--- src/rtl/andn_vector_sequencer.sv ---
// andn_vector_sequencer: sweeps a shared N-bit input bus over [vec_lo..vec_hi] and checks three andN results against &a.
// Optional ANDN_SEQ_STOP_ON_ERR_EN: end the sweep at the first failing vector. Rev 1.0
`default_nettype none

module andn_vector_sequencer #(
  parameter int N      = 8,
  parameter int SETTLE = 1,
  parameter int ERR_W  = 16
) (
  input  logic             clk,
  input  logic             reset,
  input  logic             start,
  input  logic [N-1:0]     vec_lo,
  input  logic [N-1:0]     vec_hi,
  output logic [N-1:0]     a,
  input  logic             y_sv,
  input  logic             y_v,
  input  logic             y_vhd,
  output logic             busy,
  output logic             done,
  output logic [ERR_W-1:0] errors,
  output logic [N:0]       vec_count,
  output logic [N-1:0]     first_err_vec,
  output logic             err_valid
);

  typedef enum logic [2:0] {
    S_IDLE  = 3'd0,
    S_APPLY = 3'd1,
    S_WAIT  = 3'd2,
    S_CHECK = 3'd3,
    S_DONE  = 3'd4
  } state_t;

  localparam logic [3:0] c_settle_last = (SETTLE > 0) ? 4'(SETTLE - 1) : 4'd0;

  state_t           r_state;
  state_t           w_next;
  logic [N-1:0]     r_cur;
  logic [N-1:0]     r_hi;
  logic [N-1:0]     r_a;
  logic [N-1:0]     r_first;
  logic [3:0]       r_wait;
  logic             r_busy;
  logic             r_err_valid;
  logic [ERR_W-1:0] r_errors;
  logic [N:0]       r_vec_count;

  logic w_exp;
  logic w_fail;
  logic w_last;
  logic w_wait_done;

  assign w_exp       = &r_a;
  assign w_fail      = (y_sv != w_exp) || (y_v != w_exp) || (y_vhd != w_exp);
  assign w_last      = (r_cur == r_hi);
  assign w_wait_done = (r_wait == c_settle_last);

  always_ff @(posedge clk) begin
    if (reset) r_state <= S_IDLE;
    else       r_state <= w_next;
  end

  always_comb begin
    w_next = r_state;
    case (r_state)
      S_IDLE:  if (start) w_next = S_APPLY;
      S_APPLY: w_next = (SETTLE == 0) ? S_CHECK : S_WAIT;
      S_WAIT:  if (w_wait_done) w_next = S_CHECK;
      S_CHECK: begin
`ifdef ANDN_SEQ_STOP_ON_ERR_EN
        w_next = (w_last || w_fail) ? S_DONE : S_APPLY;
`else
        w_next = w_last ? S_DONE : S_APPLY;
`endif
      end
      S_DONE:  w_next = S_IDLE;
      default: w_next = S_IDLE;
    endcase
  end

  always_ff @(posedge clk) begin
    if (reset) begin
      r_cur       <= '0;
      r_hi        <= '0;
      r_a         <= '0;
      r_first     <= '0;
      r_wait      <= '0;
      r_busy      <= 1'b0;
      r_err_valid <= 1'b0;
      r_errors    <= '0;
      r_vec_count <= '0;
    end else begin
      case (r_state)
        S_IDLE: begin
          if (start) begin
            r_cur       <= vec_lo;
            r_hi        <= vec_hi;
            r_busy      <= 1'b1;
            r_errors    <= '0;
            r_vec_count <= '0;
            r_err_valid <= 1'b0;
          end
        end
        S_APPLY: begin
          r_a    <= r_cur;
          r_wait <= '0;
        end
        S_WAIT: r_wait <= r_wait + 4'd1;
        S_CHECK: begin
          r_vec_count <= r_vec_count + (N+1)'(1);
          if (w_fail) begin
            if (r_errors != {ERR_W{1'b1}}) r_errors <= r_errors + ERR_W'(1);
            if (!r_err_valid) begin
              r_first     <= r_a;
              r_err_valid <= 1'b1;
            end
          end
          // Counter wraps naturally, so lo > hi sweeps through all-ones to hi.
          if (!w_last) r_cur <= r_cur + N'(1);
        end
        S_DONE: r_busy <= 1'b0;
        default: ;
      endcase
    end
  end

  assign a             = r_a;
  assign busy          = r_busy;
  assign done          = (r_state == S_DONE);
  assign errors        = r_errors;
  assign vec_count     = r_vec_count;
  assign first_err_vec = r_first;
  assign err_valid     = r_err_valid;

endmodule

`default_nettype wire

--- config.mk ---
export PLATFORM = sky130hd
export DESIGN_NAME = andn_vector_sequencer
export DESIGN_NICKNAME = d
export VERILOG_FILES = /design/src/rtl/andn_vector_sequencer.sv
export SDC_FILE = /design/constraint.sdc
export NUM_CORES = 1
export LEC_CHECK = 0
export CELL_PAD_IN_SITES_DETAIL_PLACEMENT = 0
export CELL_PAD_IN_SITES_GLOBAL_PLACEMENT = 1
export CORE_MARGIN = 8
export CORE_UTILIZATION = 41
export CTS_CLUSTER_SIZE = 40
export DETAILED_ROUTE_END_ITERATION = 8
export PLACE_DENSITY_LB_ADDON = 0.1
export REMOVE_ABC_BUFFERS = 1
export SKIP_LAST_GASP = 1
export SLEW_MARGIN = 0
export SYNTH_ARGS = -nofsm -noshare
export SYNTH_HDL_FRONTEND = slang
export SYNTH_SLANG_ARGS = --single-unit
--- constraint.sdc ---
create_clock -name clk -period 4.4 [get_ports clk]
set_clock_uncertainty 0.1 [all_clocks]
set_input_delay 0.66 -clock clk [delete_from_list [all_inputs] [get_ports clk]]
set_output_delay 0.66 -clock clk [all_outputs]
set_load 0.01 [all_outputs]
==> results summary <==
The flow ran to the end, and the final reports show no timing, DRC or antenna violations. Of all nets on the critical path, the largest fanout is 30. In the routed design, unresolved DRC markers number 0. At the pin with the least slew margin, the transition time is 895 ps.

Of the cells placed in the final design, the portion with a size suffix greater than 1 is 7.21%. The worst register-to-register path begins at r_state[1]$_SDFFE_PP0P_. The chip width came out at 105 um. Post-CTS timing repair inserted 0 buffers for setup. Max-cap violations in this run came to 0. The number of clock sinks seen by CTS came out at 66.

The design draws 1450 uW. The delay of the slowest critical-path stage came out at 740 ps. The CTS tree is built. The area of the core is 0.00765 mm2.

The number of design-rule violations left by the first detailed-router iteration is 91. The residual overflow from global routing came out at 0. The number of antenna violations at the first check in global routing came out at 0. After clock tree synthesis, the clock-pin slew on the worst setup and hold paths is 80 ps. The worst-case clock buffer depth is 2. Setup repair after global routing left no endpoint under its margin. The average cell area after synthesis came out at 8.40 um2. The worst setup path is of the reg -> reg kind. Dividing total power by cell area gives a power density of 349 mW/mm2. The number of buffer cells added on primary ports came out at 65. The slowest stage of the critical path belongs to the cell sky130_fd_sc_hd__dfxtp_1. The signal on the critical path passes through and3b_1 -> o211ai_1 -> and3_4 -> or4_1 -> a21oi_1. The floorplan die area came out at 0.0109 mm2.

The number of detailed-route iterations in the first pass is 4. The total global routing track utilization came out at 15.1%. Setup slack on the worst reg-to-reg path comes out at 1510 ps. The number of fill cells came out at 737. The number of slew-limit violations in the final report came out at 0.

The peak supply drop came out at 0.194 mV. Measured along the y axis, the die boundary spans 105 um. The tree is rooted in a sky130_fd_sc_hd__clkbuf_8.

The commonest register cell after synthesis is sky130_fd_sc_hd__dfxtp_1. The critical path ends at errors[10]$_SDFFE_PP0P_. The Yosys step of the flow raised 0 warnings. The worst setup path is launched from a flip-flop. The TritonCTS buffer count came out at 9. The final layout contains 466 nets.

The worst register-to-register path ends at errors[10]$_SDFFE_PP0P_. The static power due to leakage is 0.00148 uW. The clock latency on the worst-skew pair came out at 340 ps.

The count of different cell masters after synthesis is 53. Summing all non-filler instances in the final layout gives an area of 0.00414 mm2. The detailed-route via count came out at 2949.

Routability-driven placement finished with a final weighted congestion of 0.760. The count of cells along the worst register-to-register path is 5. Synthesis produced a netlist whose cell count is 383. After detailed placement, the total cell area comes to 0.00393 mm2.

The hold violation total from the final report came to 0. The hold buffer count at cts is 0. The arrival time of the worst setup path is 3060 ps. For the worst setup path, the data required time is 4570 ps. The register bit count reported by yosys is 66. The number of H-tree levels is 3. The count of nets left with antenna violations once routing finished came out at 0. The number of antenna diodes is 0. The register cell area after layout is 0.00132 mm2.

The share of the cycle needed by the critical path after routing is 65.6%. The number of global-route vias before repair is 2845. The first global-routing pass estimated 13.9 mm of wire. Entering global routing, the biggest net connects 48 pins.

The worst setup path is captured at a flip-flop. The share of synthesized area occupied by flip-flops and latches is 41.1%. In this run the cell area of the synthesized design comes to 0.00322 mm2.

The tightest hold margin is 370 ps. Setup total negative slack on the finished layout was measured at 0 ps. The number of standard-cell rows in the floorplan came out at 32.

Relative to the synthesized area, the layout overhead comes to 28.8%. The path category of the worst min-delay check is reg -> reg. The number of vias per cell is 5.40. The post-detailed-routing wire length is 8.16 mm. Setup violations remaining at the end of the flow were counted as 0.

The headroom to the max-slew limit came out at 39.8%. The maximum clock frequency came out at 0.346 GHz. The initial core utilization is 42.0%.

The detailed placement HPWL is 5.71 mm. The mean routed wirelength per cell came out at 15.0 um. The multi-input combinational cell area is 0.00177 mm2. The number of flops mapped to enable cells by yosys is 0.

Pin placement for this block handled 66 I/O pins. The most critical setup path has its startpoint at r_state[1]$_SDFFE_PP0P_. The count of instances resized after the clock tree is built is 0.

The clock period could shrink to 2890 ps. For this run, asynchronously set or reset flops after synthesis account for 0%.
area by class of cell:
class,instances,share of cell area [%]
clock buffer,9,2.99
clock inverter,7,2.27
inverter,4,0.362
multi-input combinational,288,42.8
sequential,66,31.9
tap,102,3.08
timing repair buffer,70,16.6
flip-flops by register name (all words and copies together) (netlist names):
signal / cells
vec_count: 9
r_cur: 8
first_err_vec: 8
a: 8
r_wait: 4
err_valid: 1
errors: 16
busy: 1
r_state: 3
r_hi: 8
logic make-up (layout without fill, tap and decap cells):
logic type,after synthesis,in the layout,share of synthesized area [%]
flip-flops,66,66,41.1
adder cells (fa/ha/maj),5,5,1.95
multiplexers,22,22,6.96
buffers and inverters,29,90,3.97
AND/OR/NAND/NOR,164,164,26.5
AO/OA/AOI/OAI,86,86,16.5
XOR/XNOR,11,11,3.00
placed cells by master (no fill, tap or decap), drive strengths merged, types with 4 or more instances in the layout:
| cell | count |
|---|---|
| a21oi | 39 |
| and2 | 4 |
| and3 | 7 |
| buf | 5 |
| clkbuf | 9 |
| clkdlybuf4s50 | 65 |
| dfxtp | 66 |
| ha | 5 |
| inv | 4 |
| mux2i | 19 |
| nand2 | 46 |
| nand3 | 10 |
| nand4 | 11 |
| nor2 | 42 |
| nor3 | 6 |
| nor3b | 4 |
| o21ai | 14 |
| o31ai | 9 |
| or4 | 15 |
| xor2 | 9 |
synth_stat cells, types with 9 or more instances:
master                      n  area [um2]
sky130_fd_sc_hd__or4_1     14         105
sky130_fd_sc_hd__clkbuf_1  17        63.8
sky130_fd_sc_hd__o21ai_0   14        70.1
sky130_fd_sc_hd__nand4_1   11        68.8
sky130_fd_sc_hd__nand2_1   46         173
sky130_fd_sc_hd__o31ai_1    9        67.6
sky130_fd_sc_hd__nor2_1    42         158
sky130_fd_sc_hd__a21oi_1   38         190
sky130_fd_sc_hd__nand3_1   10        50.1
sky130_fd_sc_hd__xor2_1     9        78.8
sky130_fd_sc_hd__dfxtp_1   66        1320
sky130_fd_sc_hd__mux2i_1   19         190
through the flow:
stage | instances | utilization (%) | setup WS, ps
after detailed placement | 530 | 51.3 | 1420
after floorplan | 358 | - | 1710
after global routing | 546 | 54.2 | 1320
after global placement | 530 | 51.3 | 1450
after CTS | 546 | 54.2 | 1480
final | 546 | 54.2 | 1510
worst min-delay path by stage:
stage | startpoint | end | cells past startpoint
final | r_hi[5]$_SDFFE_PP0P_ | r_hi[5]$_SDFFE_PP0P_ | 2
after global routing | r_hi[1]$_SDFFE_PP0P_ | r_hi[1]$_SDFFE_PP0P_ | 2
after CTS | r_hi[6]$_SDFFE_PP0P_ | r_hi[6]$_SDFFE_PP0P_ | 2
after detailed placement | r_hi[6]$_SDFFE_PP0P_ | r_hi[6]$_SDFFE_PP0P_ | 2
after global placement | r_hi[5]$_SDFFE_PP0P_ | r_hi[5]$_SDFFE_PP0P_ | 2
after floorplan | r_hi[5]$_SDFFE_PP0P_ | r_hi[5]$_SDFFE_PP0P_ | 2
worst max-delay path: cells and delay by family, from the launching register on:
| kind | cells | cell delay, ps |
|---|---|---|
| AOI/OAI and AO/OA | 2 | 430 |
| and+or+nand+nor | 3 | 1530 |
| DFF | 1 | 740 |
power breakdown:
group | internal, uW | switching (uW) | total (uW)
logic | 94.3 | 120 | 214
registers | 625 | 48.6 | 674
clock network | 318 | 240 | 558
total | 1040 | 409 | 1450
routing by layer:
| layer | up-vias | routed length, um | track usage, % |
|---|---|---|---|
| met5 | - | 0 | 0 |
| met4 | 0 | 110 | 5.79 |
| met3 | 12 | 277 | 3.50 |
| met2 | 43 | 4000 | 25.7 |
| met1 | 1386 | 3780 | 17.9 |
| li1 | 1508 | - | - |
Note: power is estimated with default switching activity, not from simulation.
